### src/rtl/iob_fifo_ctrl_pkg.sv
// iob_fifo_ctrl_pkg
// Shared constants and types for the 2-port RAM FIFO controller.
// The defaults below describe the standard build (32-bit words, 16 entries).
// A pointer carries one more bit than the RAM address. That extra wrap bit
// separates "full" from "empty" when the address bits are equal.
// Optional feature macro used by the top: IOB_FIFO_CTRL_ERR_EN.
package iob_fifo_ctrl_pkg;

  localparam int DEF_DATA_W = 32;
  localparam int DEF_ADDR_W = 4;

  // Pointer width and FIFO depth derived from the default address width
  localparam int PTR_W = DEF_ADDR_W + 1;
  localparam int DEPTH = 2 ** DEF_ADDR_W;

  typedef logic [PTR_W-1:0] ptr_t;

endpackage

### src/rtl/iob_fifo_ptr.sv
// iob_fifo_ptr
// Wrapping binary counter for one FIFO pointer (write or read side).
// Ports:
//   clk_i     in   clock
//   arst_n_i  in   asynchronous reset, active-low, clears the pointer to 0
//   inc_i     in   advance the pointer by one on the next clock edge
//   ptr_o     out  current pointer value; the MSB is the wrap bit
module iob_fifo_ptr
  import iob_fifo_ctrl_pkg::*;
#(
  parameter int WIDTH = PTR_W
) (
  input  logic             clk_i,
  input  logic             arst_n_i,
  input  logic             inc_i,
  output logic [WIDTH-1:0] ptr_o
);

  logic [WIDTH-1:0] r_ptr;

  // The counter rolls over naturally. The low bits return to 0 and the
  // wrap bit toggles, which is what the full/empty compare relies on.
  always_ff @(posedge clk_i or negedge arst_n_i) begin
    if (!arst_n_i) begin
      r_ptr <= '0;
    end else if (inc_i) begin
      r_ptr <= r_ptr + {{(WIDTH-1){1'b0}}, 1'b1};
    end
  end

  assign ptr_o = r_ptr;

endmodule

### src/rtl/iob_fifo_ctrl_2p.sv
// iob_fifo_ctrl_2p
// Synchronous FIFO controller for an external 2-port RAM. The RAM has one
// write port and one registered read port with 1-cycle latency.
// Ports:
//   clk_i / arst_n_i        clock, asynchronous active-low reset
//   w_en_i, w_data_i        push request and data
//   w_full_o                FIFO full
//   r_en_i                  pop request
//   r_data_o, r_valid_o     popped word, valid one cycle after an accepted pop
//   r_empty_o, level_o      FIFO empty, occupancy 0..2**ADDR_W
//   ext_mem_w_*             RAM write port drive (combinational)
//   ext_mem_r_en_o/_addr_o  RAM read port drive (combinational)
//   ext_mem_r_data_i        RAM read data, one cycle after ext_mem_r_en_o
//   ovf_o, unf_o            sticky overflow/underflow flags, present only
//                           when the macro IOB_FIFO_CTRL_ERR_EN is defined
module iob_fifo_ctrl_2p
  import iob_fifo_ctrl_pkg::*;
#(
  parameter int DATA_W = DEF_DATA_W,
  parameter int ADDR_W = DEF_ADDR_W
) (
  input  logic              clk_i,
  input  logic              arst_n_i,
  input  logic              w_en_i,
  input  logic [DATA_W-1:0] w_data_i,
  output logic              w_full_o,
  input  logic              r_en_i,
  output logic [DATA_W-1:0] r_data_o,
  output logic              r_valid_o,
  output logic              r_empty_o,
  output logic [ADDR_W:0]   level_o,
  output logic              ext_mem_w_en_o,
  output logic [ADDR_W-1:0] ext_mem_w_addr_o,
  output logic [DATA_W-1:0] ext_mem_w_data_o,
  output logic              ext_mem_r_en_o,
  output logic [ADDR_W-1:0] ext_mem_r_addr_o,
  input  logic [DATA_W-1:0] ext_mem_r_data_i
`ifdef IOB_FIFO_CTRL_ERR_EN
  ,
  output logic              ovf_o,
  output logic              unf_o
`endif
);

  localparam int PTR_BITS = ADDR_W + 1;

  logic [PTR_BITS-1:0] w_wrPtr;
  logic [PTR_BITS-1:0] w_rdPtr;
  logic                w_full;
  logic                w_empty;
  logic                w_pushAcc;
  logic                w_popAcc;
  logic                r_rdValid;

  // Flags come straight from the registered pointers. They therefore
  // change in the cycle after an accepted push or pop.
  assign w_empty = (w_wrPtr == w_rdPtr);
  assign w_full  = (w_wrPtr[ADDR_W] != w_rdPtr[ADDR_W]) &&
                   (w_wrPtr[ADDR_W-1:0] == w_rdPtr[ADDR_W-1:0]);

  // A push while full is rejected. This still holds when a pop happens in
  // the same cycle, because nothing passes straight through. A pop while
  // empty is rejected in the same way.
  assign w_pushAcc = w_en_i & ~w_full;
  assign w_popAcc  = r_en_i & ~w_empty;

  iob_fifo_ptr #(.WIDTH(PTR_BITS)) u_wrPtr (
    .clk_i    (clk_i),
    .arst_n_i (arst_n_i),
    .inc_i    (w_pushAcc),
    .ptr_o    (w_wrPtr)
  );

  iob_fifo_ptr #(.WIDTH(PTR_BITS)) u_rdPtr (
    .clk_i    (clk_i),
    .arst_n_i (arst_n_i),
    .inc_i    (w_popAcc),
    .ptr_o    (w_rdPtr)
  );

  // The RAM read port returns data one cycle after the read enable.
  // This register marks the cycle in which that data is on the bus.
  // Reset drops it at once, so an in-flight read is discarded.
  always_ff @(posedge clk_i or negedge arst_n_i) begin
    if (!arst_n_i) begin
      r_rdValid <= 1'b0;
    end else begin
      r_rdValid <= w_popAcc;
    end
  end

  assign w_full_o  = w_full;
  assign r_empty_o = w_empty;
  assign level_o   = w_wrPtr - w_rdPtr;
  assign r_valid_o = r_rdValid;
  assign r_data_o  = ext_mem_r_data_i;

  assign ext_mem_w_en_o   = w_pushAcc;
  assign ext_mem_w_addr_o = w_wrPtr[ADDR_W-1:0];
  assign ext_mem_w_data_o = w_data_i;
  assign ext_mem_r_en_o   = w_popAcc;
  assign ext_mem_r_addr_o = w_rdPtr[ADDR_W-1:0];

`ifdef IOB_FIFO_CTRL_ERR_EN
  logic r_ovf;
  logic r_unf;

  // Sticky error flags. Each one records that a request arrived while the
  // FIFO could not take it. Only reset clears them.
  always_ff @(posedge clk_i or negedge arst_n_i) begin
    if (!arst_n_i) begin
      r_ovf <= 1'b0;
      r_unf <= 1'b0;
    end else begin
      if (w_en_i && w_full) begin
        r_ovf <= 1'b1;
      end
      if (r_en_i && w_empty) begin
        r_unf <= 1'b1;
      end
    end
  end

  assign ovf_o = r_ovf;
  assign unf_o = r_unf;
`endif

endmodule
### config.mk
export PLATFORM = sky130hd
export DESIGN_NAME = iob_fifo_ctrl_2p
export DESIGN_NICKNAME = d
export VERILOG_FILES = /design/src/rtl/iob_fifo_ctrl_pkg.sv /design/src/rtl/iob_fifo_ptr.sv /design/src/rtl/iob_fifo_ctrl_2p.sv
export SDC_FILE = /design/constraint.sdc
export NUM_CORES = 1
export LEC_CHECK = 0
export CAP_MARGIN = 10
export CELL_PAD_IN_SITES_DETAIL_PLACEMENT = 1
export CELL_PAD_IN_SITES_GLOBAL_PLACEMENT = 2
export CORE_MARGIN = 5
export CORE_UTILIZATION = 13
export CTS_BUF_LIST = sky130_fd_sc_hd__clkbuf_4 sky130_fd_sc_hd__clkbuf_8
export DETAILED_ROUTE_END_ITERATION = 16
export PLACE_DENSITY = 0.95
export SYNTH_ARGS = -nofsm -noshare
export SYNTH_HDL_FRONTEND = slang
export SYNTH_SLANG_ARGS = --single-unit
### constraint.sdc
create_clock -name clk_i -period 4.08 [get_ports clk_i]
set_input_delay 0.816 -clock clk_i [delete_from_list [all_inputs] [get_ports clk_i]]
set_output_delay 0.816 -clock clk_i [all_outputs]
set_load 0.1 [all_outputs]
==> results of run 1 <==
[flip-flops by register name (all words and copies together) (netlist names)]
register	flops
u_wrPtr.ptr_o	5
r_valid_o	1
u_rdPtr.ptr_o	5
[layer usage]
metal	vias to the layer above	wire length, um
met5	-	0
li1	249	-
met1	255	953
met2	34	944
met4	0	44
met3	8	211
[critical path, cell delays in order, from the launching register on]
cell and delay [ps]:
dfrtp_1 410, inv_1 70, ha_1 310, inv_1 70, clkdlybuf4s50_1 1120
[layout by cell type, fill, tap and decap left out, types with 2 or more instances in the layout]
cell,n
clkdlybuf4s50_1,13
dfrtp_1,11
xnor2_1,8
buf_4,8
inv_1,7
ha_1,6
xor2_1,5
nand2_1,4
nand4_1,3
nor2_1,3
clkbuf_8,3
a21o_1,2
a21oi_1,2
o21ai_2,2
[layout make-up]
type / count / area (um2) / share of cell area, %
repair buffers: 21 / 190 / 18.8
well taps: 108 / 135 / 13.3
clock buffers: 4 / 48.8 / 4.81
flip-flops and latches: 11 / 275 / 27.2
multi-input cells: 41 / 334 / 33.0
inverters: 8 / 30.0 / 2.96
[synthesized netlist by cell type (all sizes together)]
cell,instances,area (um2)
a21o,2,15.0
a21oi,2,10.0
nor3,1,10.0
o21ai,3,22.5
dfrtp,11,275
xor2,5,43.8
inv,8,30.0
nand4,3,18.8
nor2,4,17.5
fa,1,20.0
mux2,1,11.3
ha,6,75.1
buf,72,541
nand2,4,15.0
xnor2,8,70.1
nand3,1,5.00
[final timing paths]
kind / from / endpoint
hold reg to reg: u_wrPtr.ptr_o[4] / u_wrPtr.ptr_o[4]
min in group asynchronous: arst_n_i / u_wrPtr.ptr_o[4]
setup / recovery: u_wrPtr.ptr_o[0] / level_o[0]
hold / removal: u_wrPtr.ptr_o[4] / u_wrPtr.ptr_o[4]
max in group asynchronous: arst_n_i / u_rdPtr.ptr_o[3]
setup reg to reg: u_rdPtr.ptr_o[2] / u_wrPtr.ptr_o[1]
[cell families after synthesis]
logic type | after synthesis | share of synthesized area (%)
buffers and inverters | 80 | 48.4
xor gates and xnor gates | 13 | 9.65
and+or+nand+nor | 13 | 5.62
DFF | 11 | 23.3
AOI/OAI and AO/OA | 7 | 4.03
adders and majority gates | 7 | 8.06
muxes | 1 | 0.954
[per-stage QoR]
| stage | setup WS, ps | utilization (%) | hold slack (ps) | instances |
|---|---|---|---|---|
| global route | 926 | 11.6 | 566 | 193 |
| floorplan | 636 | - | 488 | 132 |
| finish | 1050 | 11.6 | 545 | 193 |
| global placement | 1320 | 11.0 | 518 | 189 |
| CTS | 1030 | 11.6 | 552 | 193 |
| detailed placement | 1290 | 11.0 | 540 | 189 |
==> impl_metrics.env, run 1 <==
export IMPL_period_needed_ps=3030
export IMPL_wl_per_cell_um=11.2
export IMPL_dieHeight_um=105
export IMPL_track_usage_pct=3.79
export IMPL_cts_root_buf="clkbuf_8"
export IMPL_grt_use_met2_pct=5.41
export IMPL_firstDrtPassIters=4
export IMPL_grt_pass1_vias=622
export IMPL_die_x_um=105
export IMPL_cts_setup_buffers=0
export IMPL_synth_nets=207
export IMPL_syn_mean_instance_area_um2=8.94
export IMPL_status="finished, final reports clean"
export IMPL_cts_inserted_buffers=3
export IMPL_use_met1_pct=4.80
export IMPL_drive_gt1_share_pct=21.2
export IMPL_grt_setup_unrepaired="no"
export IMPL_finalCritPeriodShare_pct=74.3
export IMPL_synthCells=132
export IMPL_io_pins=150
export IMPL_vias=546
export IMPL_rows=34
export IMPL_dr_first_iter_drc_count=4
export IMPL_final_antenna_net_count=0
export IMPL_clock_sinks=11
export IMPL_cp_start_kind="flip-flop"
export IMPL_path_max_fanout=5
export IMPL_cts_tree="built"
export IMPL_drv_slew=0
export IMPL_antennaDiodeCount=0
export IMPL_antenna_found_initial=0
export IMPL_clk_pin_slew_ps=50
export IMPL_setup_tns_ps=0
export IMPL_grt_pass1_wl_um=3280
export IMPL_dp_hpwl_um=1790
export IMPL_hp_class="reg2reg"
export IMPL_syn2layout_area_growth_pct=-14.1
export IMPL_ctsHtreeMaxLevel=1
export IMPL_clk_latency_ps=240
export IMPL_grtUsageMet3_pct=0.917
export IMPL_placed_cell_area_um2=965
export IMPL_gr_total_overflow=0
export IMPL_drc=0
export IMPL_hold_depth=1
export IMPL_syn_area_um2=1180
export IMPL_cts_buffer_depth=2
export IMPL_synth_warnings=0
export IMPL_fmax_ghz=0.330
export IMPL_die_area_um2=11100
export IMPL_start_util_pct=13.5
export IMPL_ys_ff_latch=11
export IMPL_portBuffers=21
export IMPL_worstRegToRegCells=5
export IMPL_synth_cell_type_count=19
export IMPL_vias_per_cell=2.83
export IMPL_grt_max_degree=12
export IMPL_finalSetupViolCount=0
export IMPL_endpoint_kind="output port"
export IMPL_max_cap_violations=0
export IMPL_gp_congestion=0.716
export IMPL_busiest_layer="met2"
export IMPL_cts_hold_fix_buffers=0
export IMPL_final_hold_viol_count=0
export IMPL_ctsResizeCount=0
export IMPL_slew_headroom_pct=33.5
export IMPL_stdcell_area_um2=1010
export IMPL_yosysSeqAreaShare_pct=23.3
export IMPL_drt_wl_total_um=2150
export IMPL_nets=161
export IMPL_fin_skew_ps=0.947
export IMPL_rrSetupSlack_ps=2150
export IMPL_worstMarginPinSlew_ps=994
export IMPL_path_class="reg2out"
export IMPL_required_ps=3260
export IMPL_arrival_ps=2210
export IMPL_core_um2=8760
export IMPL_fillers=1031
Power of run 1 is left out: the tool's default activity adds up to more than one toggle a clock period on the data nets, which glitch-free logic cannot reach.
==> run 2, diff against run 1 <==
Settings changed: CORE_UTILIZATION 13 to 11, PLACE_DENSITY 0.95 to 0.87.
Clock period 4.08 ns to 2.5 ns, I/O delays scaled along.
==> run 2 against run 1 <==
- via count up 1.6%
- clock-buffer cell count is 1 lower
- first-iteration DRC count unchanged
- non-clock buffer count grew 7
- worst hold slack worse by 20 ps
- routed wire length rose by 7.0%
- die area rose by 16%
- flip-flop and latch count unchanged
==> impl_metrics.env, run 2 (synthesis results as in run 1) <==
export IMPL_antenna_found_initial=0
export IMPL_worstMarginPinSlew_ps=534
export IMPL_fmax_ghz=0.413
export IMPL_vias_per_cell=2.43
export IMPL_required_ps=2000
export IMPL_gp_congestion=0.714
export IMPL_grt_pass1_wl_um=3540
export IMPL_drive_gt1_share_pct=45.7
export IMPL_portBuffers=21
export IMPL_grt_pass1_vias=657
export IMPL_utilization_pct=11.7
export IMPL_path_class="reg2out"
export IMPL_setup_ws_ps=78.2
export IMPL_rrSetupSlack_ps=670
export IMPL_clock_sinks=11
export IMPL_dr_first_iter_drc_count=4
export IMPL_endpoint_kind="output port"
export IMPL_period_needed_ps=2420
export IMPL_cts_hold_fix_buffers=0
export IMPL_fin_skew_ps=1.40
export IMPL_slew_headroom_pct=64.2
export IMPL_cts_inserted_buffers=3
export IMPL_gr_total_overflow=0
export IMPL_final_cell_mix="16 x buf_4, 11 x dfrtp_1, 9 x buf_12"
export IMPL_start_util_pct=11.3
export IMPL_cts_root_buf="clkbuf_8"
export IMPL_status="finished, final reports clean"
export IMPL_track_usage_pct=3.59
export IMPL_rows=37
export IMPL_wl_per_cell_um=10.1
export IMPL_mostFrequentLayoutCell="buf_4"
export IMPL_clk_pin_slew_ps=50
export IMPL_io_pins=150
export IMPL_arrival_ps=1920
export IMPL_max_cap_violations=0
export IMPL_grt_max_degree=12
export IMPL_stdcell_area_um2=1220
export IMPL_die_x_um=114
export IMPL_finalCritPeriodShare_pct=96.9
export IMPL_drc=0
export IMPL_max_stage_delay_ps=370
export IMPL_clk_latency_ps=240
export IMPL_finalSetupViolCount=0
export IMPL_path_max_fanout=2
export IMPL_hp_class="reg2reg"
export IMPL_cts_buffer_depth=2
export IMPL_vias=555
export IMPL_core_um2=10400
export IMPL_grt_setup_unrepaired="yes"
export IMPL_ctsHtreeMaxLevel=1
export IMPL_dieHeight_um=114
export IMPL_cts_tree="built"
export IMPL_nets=168
export IMPL_hold_slack_ps=525
export IMPL_syn2layout_area_growth_pct=3.18
export IMPL_firstDrtPassIters=2
export IMPL_final_antenna_net_count=0
export IMPL_critPathSlowestCell="dfrtp_1"
export IMPL_cp_start_kind="flip-flop"
export IMPL_worstPathCellList="inv_1, ha_1, inv_2, fa_2, a21o_1, a21oi_2, xnor2_2, buf_12"
export IMPL_final_hold_viol_count=0
export IMPL_die_area_um2=12900
export IMPL_drv_slew=0
export IMPL_dp_slack_ps=177
export IMPL_placed_cell_area_um2=1140
export IMPL_dp_hpwl_um=1970
export IMPL_antennaDiodeCount=0
export IMPL_drt_wl_total_um=2300
-- run 2: changes by cell type in the layout (fill, tap and decap cells not counted), sizes merged --
cell           delta
clkbuf            -1
clkinv            +1
buf              +17
clkdlybuf4s50    -10
-- run 2: per-stage QoR --
stage	setup TNS, ps	std cells
6_report	0	228
5_1_grt	-6.72	228
2_1_floorplan	-47.8	132
4_1_cts	0	227
3_3_place_gp	0	221
3_5_place_dp	0	221
-- run 2: worst paths after layout --
kind / endpoint / startpoint / cells past startpoint
max reg2reg: u_wrPtr.ptr_o[1] / u_wrPtr.ptr_o[3] / 5
max: level_o[4] / u_wrPtr.ptr_o[0] / 8
max in group asynchronous: u_wrPtr.ptr_o[0] / arst_n_i / 1
min: u_wrPtr.ptr_o[4] / u_wrPtr.ptr_o[4] / 1
min in group asynchronous: r_valid_o / arst_n_i / 1
min reg2reg: u_wrPtr.ptr_o[4] / u_wrPtr.ptr_o[4] / 1
-- run 2: critical path, delay by kind of cell, from the launching register on --
kind	cells	cell delay, ps
flip-flops	1	370
buffers and inverters	3	310
AO/OA/AOI/OAI	2	340
XOR/XNOR	1	150
adder cells (fa/ha/maj)	2	520
-- run 2: metal layers --
| metal | up-vias | track usage [%] | routed length [um] |
|---|---|---|---|
| li1 | 260 | - | - |
| met1 | 275 | 3.46 | 772 |
| met2 | 16 | 6.05 | 1200 |
| met3 | 4 | 1.33 | 281 |
| met4 | 0 | 3.04 | 46 |
| met5 | - | 0 | 0 |
-- run 2: cell type report --
class	count	area, um2
well taps	136	170
fillers	1227	9200
repair buffers	28	330
clock inverters	1	5.00
clock buffers	3	41.3
inverters	8	30.0
multi-input cells	41	365
flip-flops and latches	11	275
-- run 2: repair_timing --
item | 4_1_cts | 5_1_grt
buffers inserted | 2 | 1
setup endpoints to repair | 2 | 1
resized for setup | 2 | 1
pin swaps | 2 | 2
Power of run 2 is left out for the same reason.
==> run 3, diff against run 2 <==
Settings changed: CAP_MARGIN 10 to 20, TNS_END_PERCENT set to 100.
Clock period 2.5 ns to 2.22 ns, I/O delays scaled along.
==> run 3 against run 2 <==
- the run now ends with setup timing left
- global-route usage increased by 0.30 points
- critical path type unchanged
- highest routed layer unchanged
- critical endpoint unchanged
- final area increased by 11%
- final cell count increased by 3.9%
- largest cell class unchanged
- flip-flop and latch count unchanged
- non-clock buffer count increased by 9
- via count increased by 10%
- utilization increased by 1.3 points
==> impl_metrics.env, run 3 (synthesis results as in run 1) <==
export IMPL_status="finished, violations left"
export IMPL_violations="setup timing"
export IMPL_grt_pass1_vias=670
export IMPL_max_stage_delay_ps=370
export IMPL_rrSetupSlack_ps=470
export IMPL_cts_root_buf="clkbuf_8"
export IMPL_cts_buffer_depth=2
export IMPL_ctsHtreeMaxLevel=1
export IMPL_path_class="reg2out"
export IMPL_drt_wl_total_um=2470
export IMPL_grt_pass1_wl_um=3660
export IMPL_dr_first_iter_drc_count=16
export IMPL_syn2layout_area_growth_pct=14.6
export IMPL_antennaDiodeCount=0
export IMPL_fin_skew_ps=6.29
export IMPL_grt_setup_unrepaired="yes"
export IMPL_arrival_ps=1970
export IMPL_die_area_um2=12900
export IMPL_firstDrtPassIters=4
export IMPL_start_util_pct=11.3
export IMPL_drc=0
export IMPL_nets=177
export IMPL_mostFrequentLayoutCell="buf_4"
export IMPL_setup_ws_ps=-199
export IMPL_finalCritPeriodShare_pct=109
export IMPL_r2r_start="u_wrPtr.ptr_o[3]"
export IMPL_hold_end="u_wrPtr.ptr_o[3]"
export IMPL_hold_start="u_wrPtr.ptr_o[3]"
export IMPL_fin_cells=237
export IMPL_worstMarginPinSlew_ps=552
export IMPL_dp_hpwl_um=2030
export IMPL_drive_gt1_share_pct=55.4
export IMPL_core_um2=10400
export IMPL_drv_slew=0
export IMPL_final_cell_mix="25 x buf_4, 9 x buf_12, 9 x dfrtp_1"
export IMPL_hold_depth=1
export IMPL_reg2reg_to="u_rdPtr.ptr_o[4]"
export IMPL_io_pins=150
export IMPL_hp_class="reg2reg"
export IMPL_worstPathCellList="inv_1, ha_1, inv_2, fa_2, a21o_1, a21oi_2, buf_4, xnor2_4, buf_12"
export IMPL_slew_headroom_pct=63.1
export IMPL_gr_total_overflow=0
export IMPL_critPathSlowestCell="dfrtp_1"
export IMPL_dp_slack_ps=-21.5
export IMPL_clk_latency_ps=240
export IMPL_fmax_ghz=0.413
export IMPL_clk_pin_slew_ps=50
export IMPL_vias=613
export IMPL_cts_inserted_buffers=3
export IMPL_setup_tns_ps=-199
export IMPL_dieHeight_um=114
export IMPL_path_max_fanout=2
export IMPL_final_hold_viol_count=0
export IMPL_vias_per_cell=2.59
export IMPL_dpl_cell_count=227
export IMPL_utilization_pct=13.0
export IMPL_grt_max_degree=12
export IMPL_cts_tree="built"
export IMPL_antenna_found_initial=0
export IMPL_clock_sinks=11
export IMPL_rows=37
export IMPL_period_needed_ps=2420
export IMPL_worstRegToRegCells=8
export IMPL_wl_per_cell_um=10.4
export IMPL_endpoint_kind="output port"
export IMPL_required_ps=1780
export IMPL_portBuffers=21
export IMPL_finalSetupViolCount=1
export IMPL_track_usage_pct=3.89
export IMPL_final_antenna_net_count=0
export IMPL_die_x_um=114
export IMPL_max_cap_violations=0
export IMPL_gp_congestion=0.756
export IMPL_cp_start_kind="flip-flop"
[run 3: worst max-delay path by stage]
stage | start | to | slack (ps) | cells past startpoint
floorplan | u_rdPtr.ptr_o[2] | r_empty_o | -200 | 4
global placement | u_wrPtr.ptr_o[0] | level_o[4] | 5 | 9
detailed placement | u_wrPtr.ptr_o[0] | level_o[4] | -20 | 9
CTS | u_wrPtr.ptr_o[0] | level_o[4] | -200 | 9
global route | u_wrPtr.ptr_o[0] | level_o[4] | -280 | 9
finish | u_wrPtr.ptr_o[0] | level_o[4] | -200 | 9
[run 3: area by class of cell]
cell class,instances,area [um2]
multi-input combinational,41,428
timing repair buffer,37,398
tap,136,170
fill,1200,9060
inverter,8,30.0
clock buffer,4,48.8
sequential,11,278
[run 3: worst max-delay path: cells and delay by family (launching register included)]
| kind | cells | cell delay (ps) |
|---|---|---|
| AOI/OAI and AO/OA | 2 | 300 |
| DFF | 1 | 370 |
| buffers and inverters | 4 | 440 |
| adders and majority gates | 2 | 500 |
| xor gates and xnor gates | 1 | 120 |
[run 3: per-layer routing]
| metal | global-route usage (%) | vias to the layer above | part of all wire (%) |
|---|---|---|---|
| li1 | - | 280 | - |
| met1 | 4.17 | 306 | 39 |
| met2 | 6.16 | 25 | 50 |
| met3 | 1.27 | 2 | 9.0 |
| met4 | 3.29 | 0 | 2.2 |
| met5 | 0 | - | 0 |
[run 3: metrics by stage]
stage	hold WS (ps)	area, um2
2_1_floorplan	148	1240
3_3_place_gp	516	1230
3_5_place_dp	520	1230
4_1_cts	531	1320
5_1_grt	543	1350
6_report	518	1350
[run 3: repair_timing]
item	4_1_cts	5_1_grt
buffers inserted	2	4
resized for setup	8	1
setup endpoints to repair	6	5
hold buffers	0	0
pin swaps	3	2
Power of run 3 is left out for the same reason.
